==> config.mk <==
export PLATFORM = sky130hd
export DESIGN_NAME = eth_pkt_gen
export DESIGN_NICKNAME = d
export VERILOG_FILES = /design/src/rtl/eth_pkg.sv /design/src/rtl/eth_lfsr8.sv /design/src/rtl/eth_pkt_gen.sv
export SDC_FILE = /design/constraint.sdc
export NUM_CORES = 1
export LEC_CHECK = 0
export BUFFER_PORTS_ARGS = -buffer_cell sky130_fd_sc_hd__buf_2
export CORE_ASPECT_RATIO = 0.5
export CORE_MARGIN = 2
export CORE_UTILIZATION = 55
export DETAILED_ROUTE_END_ITERATION = 12
export HOLD_SLACK_MARGIN = 0.03
export PLACE_DENSITY = 0.77
export SLEW_MARGIN = 20
export SYNTH_ARGS = -nofsm -noshare
export SYNTH_HDL_FRONTEND = slang
export SYNTH_SLANG_ARGS = --single-unit
==> constraint.sdc <==
create_clock -name Clk -period 4.4 [get_ports Clk]
set_clock_uncertainty 0.05 [all_clocks]
set_input_delay 0.44 -clock Clk [delete_from_list [all_inputs] [get_ports Clk]]
set_output_delay 0.44 -clock Clk [all_outputs]
set_load 0.05 [all_outputs]
==> src/rtl/eth_pkg.sv <==
// Shared types and constants for the Ethernet test-traffic generator.
// The LFSR tap mask is only used when ETH_PKT_GEN_LFSR_EN is defined.
package eth_pkg;

    typedef enum logic [2:0] {
        StIdle    = 3'd0,
        StPayload = 3'd1,
        StEnd     = 3'd2,
        StGap     = 3'd3,
        StWaitTx  = 3'd4
    } eth_pkt_gen_state_t;

    // Mode 3 has no enumerator and falls back to incrementing.
    typedef enum logic [1:0] {
        PAT_INC  = 2'd0,
        PAT_FIX  = 2'd1,
        PAT_LFSR = 2'd2
    } eth_pat_mode_t;

    // x^8 + x^6 + x^5 + x^4 + 1, shifting left with feedback into bit 0.
    localparam logic [7:0] LFSR_TAPS = 8'hB8;

endpackage

==> src/rtl/eth_lfsr8.sv <==
// 8-bit Fibonacci LFSR pattern source; a zero seed is replaced by 8'h01
// because the all-zero state would lock up.
module eth_lfsr8
    import eth_pkg::*;
(
    input  logic       Clk,
    input  logic       Rstn,
    input  logic       load,
    input  logic       advance,
    input  logic [7:0] seed,
    output logic [7:0] value
);

    logic [7:0] lfsr_q;

    always_ff @(posedge Clk) begin
        if (!Rstn) begin
            lfsr_q <= '0;
        end else if (load) begin
            lfsr_q <= (seed == 8'h00) ? 8'h01 : seed;
        end else if (advance) begin
            lfsr_q <= {lfsr_q[6:0], ^(lfsr_q & LFSR_TAPS)};
        end
    end

    assign value = lfsr_q;

endmodule

==> src/rtl/eth_pkt_gen.sv <==
// Programmable test-traffic generator feeding the eth_tx byte interface.
// Optional ETH_PKT_GEN_LFSR_EN adds an LFSR data pattern for Cfg_Mode 2.
module eth_pkt_gen
    import eth_pkg::*;
#(
    parameter int unsigned LEN_W   = 11,
    parameter int unsigned MIN_LEN = 1,
    parameter int unsigned MAX_LEN = 1500,
    parameter int unsigned CNT_W   = 16,
    parameter int unsigned GAP_W   = 16
) (
    input  logic             Clk,
    input  logic             Rstn,
    input  logic             Start,
    input  logic [LEN_W-1:0] Cfg_Len,
    input  logic [1:0]       Cfg_Mode,
    input  logic [7:0]       Cfg_Seed,
    input  logic [CNT_W-1:0] Cfg_Pkt_Cnt,
    input  logic [GAP_W-1:0] Cfg_Gap,
    input  logic             Tx_Busy,
    output logic [7:0]       Eth_Byte,
    output logic             Eth_Byte_Valid,
    output logic             Eth_Pkt_Rdy,
    output logic             Busy,
    output logic             Done,
    output logic [CNT_W-1:0] Pkts_Sent
);

    localparam logic [LEN_W-1:0] MinLen = LEN_W'(MIN_LEN);
    localparam logic [LEN_W-1:0] MaxLen = LEN_W'(MAX_LEN);

    eth_pkt_gen_state_t state_q, state_d;

    logic             start_q;
    logic [LEN_W-1:0] len_q, len_d, byte_cnt_q, byte_cnt_d, len_clamped;
    logic [1:0]       mode_q, mode_d;
    logic [7:0]       seed_q, seed_d, data_q, data_d;
    logic [CNT_W-1:0] pkt_cnt_q, pkt_cnt_d, sent_q, sent_d, sent_inc;
    logic [GAP_W-1:0] gap_q, gap_d, gap_cnt_q, gap_cnt_d;
    logic             valid_q, valid_d, rdy_q, rdy_d, done_q, done_d;
    logic             start_rise, last_byte, start_pkt;

    assign start_rise = Start & ~start_q;
    assign last_byte  = (byte_cnt_q == len_q - LEN_W'(1));
    assign sent_inc   = sent_q + CNT_W'(1);

    always_comb begin
        if (Cfg_Len < MinLen) begin
            len_clamped = MinLen;
        end else if (Cfg_Len > MaxLen) begin
            len_clamped = MaxLen;
        end else begin
            len_clamped = Cfg_Len;
        end
    end

    always_comb begin
        state_d    = state_q;
        len_d      = len_q;
        mode_d     = mode_q;
        seed_d     = seed_q;
        pkt_cnt_d  = pkt_cnt_q;
        gap_d      = gap_q;
        byte_cnt_d = byte_cnt_q;
        gap_cnt_d  = gap_cnt_q;
        data_d     = data_q;
        sent_d     = sent_q;
        valid_d    = 1'b0;
        rdy_d      = 1'b0;
        done_d     = 1'b0;
        start_pkt  = 1'b0;

        unique case (state_q)
            StIdle: begin
                if (start_rise) begin
                    len_d     = len_clamped;
                    mode_d    = Cfg_Mode;
                    seed_d    = Cfg_Seed;
                    pkt_cnt_d = Cfg_Pkt_Cnt;
                    gap_d     = Cfg_Gap;
                    sent_d    = '0;
                    start_pkt = 1'b1;
                end
            end
            StPayload: begin
                if (last_byte) begin
                    state_d = StEnd;
                    rdy_d   = 1'b1;
                end else begin
                    valid_d    = 1'b1;
                    byte_cnt_d = byte_cnt_q + LEN_W'(1);
                    data_d     = (mode_q == PAT_FIX) ? seed_q : data_q + 8'd1;
                end
            end
            StEnd: begin
                if (sent_q != '1) begin
                    sent_d = sent_inc;
                end
                if (pkt_cnt_q != '0 && sent_inc == pkt_cnt_q) begin
                    done_d  = 1'b1;
                    state_d = StIdle;
                end else if (!Start) begin
                    state_d = StIdle;
                end else if (gap_q != '0) begin
                    state_d   = StGap;
                    gap_cnt_d = GAP_W'(1);
                end else if (Tx_Busy) begin
                    state_d = StWaitTx;
                end else begin
                    start_pkt = 1'b1;
                end
            end
            StGap: begin
                if (gap_cnt_q == gap_q) begin
                    if (Tx_Busy) begin
                        state_d = StWaitTx;
                    end else begin
                        start_pkt = 1'b1;
                    end
                end else begin
                    gap_cnt_d = gap_cnt_q + GAP_W'(1);
                end
            end
            StWaitTx: begin
                if (!Tx_Busy) begin
                    start_pkt = 1'b1;
                end
            end
            default: state_d = StIdle;
        endcase

        // First byte is registered on the same edge that enters PAYLOAD.
        if (start_pkt) begin
            state_d    = StPayload;
            valid_d    = 1'b1;
            byte_cnt_d = '0;
            data_d     = seed_d;
        end
    end

    always_ff @(posedge Clk) begin
        if (!Rstn) begin
            state_q    <= StIdle;
            start_q    <= 1'b0;
            len_q      <= '0;
            mode_q     <= '0;
            seed_q     <= '0;
            pkt_cnt_q  <= '0;
            gap_q      <= '0;
            byte_cnt_q <= '0;
            gap_cnt_q  <= '0;
            data_q     <= '0;
            sent_q     <= '0;
            valid_q    <= 1'b0;
            rdy_q      <= 1'b0;
            done_q     <= 1'b0;
        end else begin
            state_q    <= state_d;
            start_q    <= Start;
            len_q      <= len_d;
            mode_q     <= mode_d;
            seed_q     <= seed_d;
            pkt_cnt_q  <= pkt_cnt_d;
            gap_q      <= gap_d;
            byte_cnt_q <= byte_cnt_d;
            gap_cnt_q  <= gap_cnt_d;
            data_q     <= data_d;
            sent_q     <= sent_d;
            valid_q    <= valid_d;
            rdy_q      <= rdy_d;
            done_q     <= done_d;
        end
    end

`ifdef ETH_PKT_GEN_LFSR_EN
    logic       lfsr_load, lfsr_advance;
    logic [7:0] lfsr_value;

    assign lfsr_load    = start_pkt;
    // The last byte of a packet does not advance, so the output holds afterwards.
    assign lfsr_advance = (state_q == StPayload) && !last_byte;

    eth_lfsr8 u_lfsr (
        .Clk     (Clk),
        .Rstn    (Rstn),
        .load    (lfsr_load),
        .advance (lfsr_advance),
        .seed    (seed_d),
        .value   (lfsr_value)
    );

    assign Eth_Byte = (mode_q == PAT_LFSR) ? lfsr_value : data_q;
`else
    assign Eth_Byte = data_q;
`endif

    assign Eth_Byte_Valid = valid_q;
    assign Eth_Pkt_Rdy    = rdy_q;
    assign Done           = done_q;
    assign Pkts_Sent      = sent_q;
    assign Busy           = (state_q != StIdle);

endmodule

==> impl_results.md, run 1 <==
- Status: completed
- Startpoint Class: register
- Gr ovfl total: 0
- Largest net degree at the start of global routing: 39
- Vias per cell: 5.89
- Share of cells above drive strength 1: 0.153
- # clock sinks: 111
- Number of CTS-inserted buffers: 9
- Clk slew on worst S/H paths: approximately 0.070 ns
- PD cells: about 330 mW/mm²
- Setup TNS Final: 0 ns
- Max_cap viols: 0
- HPWL after detailed placement: around 11 mm
- Row count: 26
- Crit path depth: 10
- Path depth of the worst reg2reg path: 10
- Post-cts resize count: 0
- Placer Congestion: 0.937
- Worst Path Arrival: around 4.0 ns
- Clock Tree Root: clkbuf_16
- Buf/Inv on CP: 1
- Final wirelength: between 15 and 20 mm
- Crit path cell chain: ha_1 -> nand3_1 -> nor4_1 -> xnor2_1 -> a211oi_1 -> o21ai_0 -> o31ai_4 -> buf_4 -> nand2_2 -> a221oi_1
- Most common cell after layout, fill and taps aside: nand2_1
- Relative slew slack: 0.266
- Vias in the first global route: 5175
- Area delta synth->final: 13.1%
- Nets: 881
- Design Area, Final: 0.00673 mm²
- Net Count, Synth: just over 800
- Drt wl/cell: between 15 and 20 µm
- Yosys warns: 0
- Core Region: 0.0104 mm²
- Crit path required time: around 4.6 ns
- Worst-path fanout max: 15
- Synth Area in Compound Gates: 0.187
- Synth Area in Simple Gates: 0.274
- Final Hold Viols: 0
- Largest family of logic cells by synthesized area: simple AND/OR/NAND/NOR gates
- Worst slew pin tran: between 1 and 1.5 ns
- Synth Area in XOR/XNOR: 0.100
- Family with the most delay on the worst path: compound AO/OA/AOI/OAI gates
- Final worst path period share: 0.861
- Starting DRT DRC Count: 394
- Hold-fix buffers, CTS: 0
- Diode count: 0
- Highest cell delay on the worst timing path: between 0.6 and 0.7 ns
- VDD IR max: about 0.00024 V
- Initial core utilization: 0.573
- I/O Buffers: 84
- Ys async rst share: 0
- Hold path cells: 3
- Most frequent cells in the layout: 130 x nand2_1, 111 x dfxtp_1, 84 x buf_2, 71 x a21oi_1, 58 x nor2_1
- Mapped Cells: 759
- All-Layer GR Usage: 0.268
- CTS tree: done
- Die Y-Extent: 77.5 µm
- EDFF count, synth: 0
- Initial antenna violation count: 0
- First-pass GRT wire length: 25.1 mm
- Peak Freq: between 0.2 and 0.3 GHz
- Leak: 2.51 nW
- Setup-failing EPs final: 0
- Ys flop type: dfxtp_1
- Post-synthesis sequential area ratio: 0.374
- Vias: 5679
- Pre-antenna DRT Iters: 5
- Die width: 151 µm
- Post-CTS setup buffer count: 0
- DR DRC count: 0
- Final slew viol count: 0
- Synth Cell Area: approximately 0.006 mm²
- Final Critical Period: 3.79 ns
- Clock Path Buffers: 2
- Yosys reg bits: about 110
- Antenna viol nets, final: 0
- # IOs: 85
- Later-pin clock latency in the skew report: about 0.35 ns
- Placed instance area: 0.00643 mm²
- Worst Hold Class: in -> reg
- Crit path kind: reg -> reg
- Count of cell types in the netlist: 63
- RSZ-0062 raised after global routing: false
- Mux cell area share after synthesis: 0.0181
- Full die area: ~0.012 mm²
- Crit end category: register
- Synth Area in Adders: 0.0105
- Htree depth: 3
- Syn avg cell area: ~8 µm²
- Slowest stage cell, crit path: nor4_1
==> cells in the mapped netlist (3+ instances only) <==
cell | n | area (µm²)
a211oi_1 | 5 | 37.5
a21boi_0 | 16 | 120
a21o_1 | 3 | 22.5
a21oi_1 | 71 | 355
a311oi_1 | 4 | 35.0
a31oi_1 | 6 | 37.5
a41o_1 | 4 | 40.0
and2_1 | 6 | 37.5
and3_1 | 9 | 56.3
and4_1 | 4 | 35.0
buf_1 | 5 | 18.8
buf_2 | 6 | 30.0
clkbuf_1 | 30 | 113
dfxtp_1 | 111 | 2220
ha_1 | 5 | 62.6
inv_1 | 10 | 37.5
mux2_2 | 5 | 56.3
mux2i_1 | 4 | 40.0
nand2_1 | 130 | 488
nand2b_1 | 3 | 18.8
nand3_1 | 28 | 140
nand3b_1 | 4 | 30.0
nand4_1 | 19 | 119
nor2_1 | 58 | 218
nor2b_1 | 5 | 31.3
nor3_1 | 20 | 100
nor3b_1 | 7 | 52.6
nor4_1 | 20 | 125
o2111ai_1 | 3 | 26.3
o211ai_1 | 4 | 30.0
o21ai_0 | 32 | 160
o21bai_1 | 3 | 22.5
o22ai_1 | 4 | 25.0
or3_1 | 11 | 68.8
or4_1 | 3 | 22.5
xnor2_1 | 43 | 377
xor2_1 | 25 | 219
==> through the flow <==
step,utilization,setup WS (ns),std cells,power [mW],hold WS [ns]
2_1_floorplan,-,0.803,759,1.34,0.395
3_3_place_gp,0.620,1.02,948,1.43,0.409
3_5_place_dp,0.620,0.868,948,1.44,0.415
4_1_cts,0.648,0.758,964,2.25,0.271
5_1_grt,0.648,0.195,964,2.33,0.281
6_report,0.648,0.611,964,2.24,0.274
==> worst reg2reg max path, delay by kind of cell, from the launching register on <==
kind | cells | cell delay, ns
fa+ha+maj | 1 | 0.29
compound gates | 4 | 1.33
simple gates | 3 | 1.17
xor+xnor | 1 | 0.15
buf+inv | 1 | 0.26
flops | 1 | 0.44
==> path summary, 6_finish.rpt <==
| path | endpoint | from | slack (ns) |
|---|---|---|---|
| max | state_q[2] | Pkts_Sent[0] | 0.61 |
| min reg2reg | mode_q[0] | mode_q[0] | 0.42 |
| max reg2reg | state_q[2] | Pkts_Sent[0] | 0.61 |
| min | mode_q[1] | Cfg_Mode[1] | 0.27 |
==> logic make-up (layout without fill, tap and decap cells) <==
family          count (synthesis)  in the layout
compound gates                175            175
xor+xnor                       68             68
mux                            10             10
simple gates                  336            336
buf+inv                        54            119
flops                         111            111
fa+ha+maj                       5              5
==> metal layers <==
| metal | up-vias | global-route usage | part of all wire |
|---|---|---|---|
| met4 | 0 | 0.0710 | 0.013 |
| met5 | - | 0 | 0 |
| met2 | 207 | 0.417 | 0.44 |
| met1 | 2633 | 0.377 | 0.47 |
| met3 | 20 | 0.0571 | 0.078 |
| li1 | 2819 | - | - |
==> power by group <==
group	internal, mW	switching [mW]
Combinational	0.127	0.200
Sequential	1.04	0.0477
Clock	0.455	0.368
==> sequential cells by signal (all words and copies together), names as in the netlist <==
signal and flops:
gap_q 16, byte_cnt_q 11, mode_q 2, Eth_Byte_Valid 1, pkt_cnt_q 16, len_q 11, Eth_Pkt_Rdy 1, Pkts_Sent 16
Eth_Byte 8, start_q 1, seed_q 8, state_q 3, gap_cnt_q 16, Done 1
==> layout make-up <==
class                   instances  area, µm²
fillers                       882       3650
repair buffers                 92        480
clock buffers                  10        239
multi-input cells             594       3510
inverters                      11       41.3
clock inverters                 6       58.8
flip-flops and latches        111       2220
well taps                     140        175
No activity file was read; power rests on OpenSTA's default activity.
==> run 2: changes to the inputs <==
Settings changed: PLACE_DENSITY 0.77 to default, PLACE_DENSITY_LB_ADDON from default to 0.12.
==> run 2 against run 1 <==
Fmax down 3.3%. Count of clock-buffer cells in the layout up 1. Flip-flop and latch count is the same. Register-to-register slack got worse by 0.13 ns. Wire length decreased by 0.39%. Final cell count up 0.21%. Critical path depth is 1 lower. First-iteration DRC count up 15%. Global-route usage shrank 0.26 points. Power rose by 6.1%. Final area up 1.1%.
==> impl_results.md, run 2 (synthesized netlist as in run 1, its figures left out) <==
- Clock Tree Root: clkbuf_16
- Final Hold Viols: 0
- Non-filler instance count after layout: just under 1000
- Worst Hold Class: in -> reg
- Gr ovfl total: 0
- # IOs: between 80 and 90
- Crit. Startpoint: Pkts_Sent[0]
- Area delta synth->final: 14.4%
- Setup-failing EPs final: 0
- Die width: ~150 µm
- Crit path kind: reg -> reg
- Placed cells: 950
- Area of the multi-input gates: roughly 0.0035 mm²
- Pre-CTS setup slack: 0.615 ns
- Share of cells above drive strength 1: 0.154
- # clock sinks: around 110
- Worst-path fanout max: 13
- Core Region: ~0.010 mm²
- Placed instance area: around 0.0064 mm²
- Diode count: 0
- Number of CTS-inserted buffers: 9
- Crit path required time: about 4.6 ns
- Final core utilization: 0.656
- Post-CTS setup buffer count: 0
- CTS tree: done
- Startpoint Class: register
- Worst slew pin tran: between 1 and 1.5 ns
- All-Layer GR Usage: 0.265
- Initial core utilization: 0.573
- Crit path cell chain: ha_1 -> nand3_1 -> nor4_1 -> xnor2_1 -> a211oi_1 -> o21ai_0 -> o31ai_4 -> buf_4 -> mux2_1
- Final wirelength: between 15 and 20 mm
- Final Critical Period: between 3 and 4 ns
- Post-cts resize count: 0
- R2R Path Start: Pkts_Sent[0]
- Later-pin clock latency in the skew report: between 0.3 and 0.4 ns
- Final worst path period share: 0.890
- Slowest stage cell, crit path: o31ai_4
- Full die area: around 0.012 mm²
- Final slew viol count: 0
- Relative slew slack: 0.288
- Clk slew on worst S/H paths: approximately 0.070 ns
- Vias per cell: roughly 6
- Initial antenna violation count: 0
- Crit end category: register
- DR DRC count: 0
- Final total power: around 2.4 mW
- Nets: between 800 and 900
- Setup TNS Final: 0 ns
- Most common cell after layout, fill and taps aside: nand2_1
- Highest cell delay on the worst timing path: just under 0.6 ns
- Largest net degree at the start of global routing: 43
- Die Y-Extent: 77.5 µm
- Htree depth: 3
- Worst hold start: Cfg_Pkt_Cnt[0]
- Status: completed
- RSZ-0062 raised after global routing: false
- Drt wl/cell: between 15 and 20 µm
- Peak Freq: 0.255 GHz
- Vias: 5702
- Leak: 2.54 nW
- VDD IR max: about 0.00021 V
- Worst Path Arrival: just over 4 ns
- Most frequent cells in the layout: 130 x nand2_1, 111 x dfxtp_1, 84 x buf_2, 71 x a21oi_1, 58 x nor2_1
- Vias in the first global route: about 5300
- Hold-fix buffers, CTS: 0
- WHS: 0.268 ns
- HPWL after detailed placement: around 11 mm
- Starting DRT DRC Count: roughly 450
- Design Area, Final: between 0.006 and 0.007 mm²
- PnR worst setup slack: 0.484 ns
- Antenna viol nets, final: 0
- First-pass GRT wire length: between 20 and 30 mm
- Fillcell total: 909
- PD cells: roughly 350 mW/mm²
- Clock Path Buffers: 2
- Placer Congestion: about 0.90
- Reg area: 0.00222 mm²
- I/O Buffers: 84
- Pre-antenna DRT Iters: 5
- Row count: 26
- Max_cap viols: 0
## run 2: changes by cell type in the layout (fill, tap and decap cells not counted)
cell / delta
clkinv_2: -3
buf_4: +2
bufinv_16: +2
clkbuf_8: +1
clkinv_1: +1
clkinv_4: +1
inv_2: -1
inv_6: -1
## run 2: path summary, 6_finish.rpt
| kind | to | slack (ns) | cells past startpoint |
|---|---|---|---|
| worst max-delay path | Eth_Byte[4] | 0.48 | 9 |
| worst min-delay path | pkt_cnt_q[0] | 0.27 | 3 |
| worst max register to register | Eth_Byte[4] | 0.48 | 9 |
| worst min register to register | len_q[10] | 0.42 | 2 |
## run 2: layer usage
metal  GRT usage  part of all wire
met5           0                 0
met4      0.0645             0.013
met3      0.0541             0.065
met2       0.430              0.45
met1       0.363              0.48
## run 2: layout make-up
class                      count  share of cell area
inverter                      11             0.00607
clock inverter                 5              0.0153
sequential                   111               0.327
multi-input combinational    594               0.516
clock buffer                  11              0.0372
tap                          140              0.0257
timing repair buffer          94              0.0728
## run 2: critical path, delay by kind of cell, from the launching register on
kind / cells / cell delay (ns)
AO/OA/AOI/OAI: 3 / 1.40
XOR/XNOR: 1 / 0.14
adder cells (fa/ha/maj): 1 / 0.30
buffers and inverters: 1 / 0.25
flip-flops: 1 / 0.45
multiplexers: 1 / 0.32
AND/OR/NAND/NOR: 2 / 0.88
## run 2: power by group
part / total [mW] / internal (mW) / switching (mW)
registers: 1.09 / 1.04 / 0.0484
clock network: 0.961 / 0.588 / 0.373
logic: 0.325 / 0.128 / 0.197
==> run 3: changes to the inputs <==
Settings changed: CORE_UTILIZATION 55 to 52, MAX_ROUTING_LAYER from default to met4, RECOVER_POWER from default to 100.
Clock period 4.4 ns to 3.29 ns, I/O delays scaled along.
==> run 3 against run 2 <==
The run now ends with max-capacitance violations left. Critical path depth unchanged. Sequential power grew 33%. Core utilization down 3.8 points. First-iteration DRC count shrank 17%. Sequential share of layout area increased by 0.21 points. Flip-flop and latch count unchanged. Final cell count rose by 1.9%. Wire length fell by 0.18%. Power increased by 30%. Fmax grew 26%. Die area rose by 5.5%. Clock power grew 24%. Critical endpoint is now state_q[2]. Largest cell class unchanged.
==> impl_results.md, run 3 (synthesized netlist as in run 1, its figures left out) <==
- Status: finished, violations left
- Failing checks: max-capacitance violations
- Diode count: 0
- Core Region: approximately 0.011 mm²
- Crit end category: register
- Relative slew slack: 0.00440
- Full die area: 0.0124 mm²
- Worst Path Arrival: 3.30 ns
- Clock Path Buffers: 2
- Final Critical Period: 3.10 ns
- Most common cell after layout, fill and taps aside: nand2_1
- Startpoint Class: register
- PD cells: about 450 mW/mm²
- Most frequent cells in the layout: 130 x nand2_1, 98 x dfxtp_1, 71 x a21oi_1, 58 x nor2_1, 56 x buf_2
- Clk slew on worst S/H paths: around 0.08 ns
- Initial core utilization: 0.537
- Crit path kind: reg -> reg
- Vias per cell: approximately 5.7
- CTS tree: done
- Setup-failing EPs final: 0
- Share of cells above drive strength 1: 0.143
- Crit path required time: roughly 3.5 ns
- HPWL after detailed placement: 11.1 mm
- Vias: about 5600
- Final slew viol count: 0
- Drt wl/cell: around 15 µm
- Antenna viol nets, final: 0
- Initial antenna violation count: 0
- Hold-fix buffers, CTS: 0
- # IOs: 85
- Worst-path fanout max: 14
- Later-pin clock latency in the skew report: ~0.35 ns
- Die width: 155 µm
- Max_cap viols: 1
- Pre-antenna DRT Iters: 5
- Worst slew pin tran: between 1 and 1.5 ns
- Highest cell delay on the worst timing path: 0.54 ns
- Crit path cell chain: nand4_1 -> or4_4 -> or3_1 -> a2111oi_4 -> a21oi_2 -> o31ai_4 -> buf_4 -> nand2_4 -> a221oi_1
- # clock sinks: approximately 110
- Htree depth: 3
- RSZ-0062 raised after global routing: false
- Worst Hold Class: in -> reg
- Final wirelength: 15.2 mm
- Peak Freq: approximately 0.32 GHz
- I/O Buffers: 84
- Vias in the first global route: about 5000
- DR DRC count: 0
- Row count: 27
- Placer Congestion: approximately 0.93
- Slowest stage cell, crit path: or4_4
- All-Layer GR Usage: 0.251
- Nets: 896
- Clock Tree Root: clkbuf_16
- Largest net degree at the start of global routing: 39
- Design Area, Final: around 0.0068 mm²
- Placed instance area: around 0.0066 mm²
- Number of CTS-inserted buffers: 9
- Area delta synth->final: 15.1%
- Gr ovfl total: 0
- First-pass GRT wire length: approximately 24 mm
- Final Hold Viols: 0
- VDD IR max: between 0.0003 and 0.0004 V
- Final worst path period share: 0.943
- Starting DRT DRC Count: about 380
- Leak: between 2 and 2.5 nW
- Setup TNS Final: 0 ns
- Die Y-Extent: 79.6 µm
==> run 3: worst paths after layout <==
path                            cells past startpoint         start    endpoint  slack (ns)
worst max-delay path                                9  Pkts_Sent[3]  state_q[2]        0.19
worst min-delay path                                3    Cfg_Gap[9]    gap_q[9]        0.15
worst max register to register                      9  Pkts_Sent[3]  state_q[2]        0.19
worst min register to register                      2     mode_q[1]   mode_q[1]        0.42
==> run 3: layout make-up <==
type	count	area [µm²]
clock buffers	9	225
clock inverters	7	95.1
fillers	1029	4230
inverters	11	41.3
multi-input cells	594	3510
flip-flops and latches	111	2250
well taps	145	181
repair buffers	107	538
==> run 3: through the flow <==
step / setup WS (ns) / hold slack (ns) / cells / total power [mW] / utilization
after floorplan: 0.0389 / 0.395 / 759 / 1.78 / -
after global placement: 0.245 / 0.404 / 968 / 1.93 / 0.594
after detailed placement: 0.140 / 0.415 / 968 / 1.94 / 0.594
after CTS: 0.155 / 0.147 / 984 / 3.11 / 0.623
after global routing: 0.0136 / 0.143 / 984 / 3.22 / 0.618
final: 0.189 / 0.155 / 984 / 3.09 / 0.618
==> run 3: worst max-delay path: cells and delay by family (launching register included) <==
family                 cells  cell delay [ns]
AOI/OAI and AO/OA          4             0.94
buffers and inverters      1             0.25
DFF                        1             0.39
and+or+nand+nor            4             1.38
==> run 3: timing repair <==
action                                  CTS  global route
resized for setup                         0             3
endpoints found under the setup margin    0             2
buffers inserted                          0             0
==> run 3: report_power, final <==
group,total [mW],internal [mW],switching [mW]
Combinational,0.454,0.182,0.272
Sequential,1.45,1.39,0.0588
Clock,1.19,0.671,0.515
==> run 3: per-layer routing <==
layer	part of all wire	wire, µm	vias up	track usage
met4	0.0079	119	0	0.0532
li1	-	-	2855	-
met3	0.051	775	10	0.0516
met5	0	0	-	-
met2	0.45	6770	145	0.397
met1	0.49	7490	2635	0.336
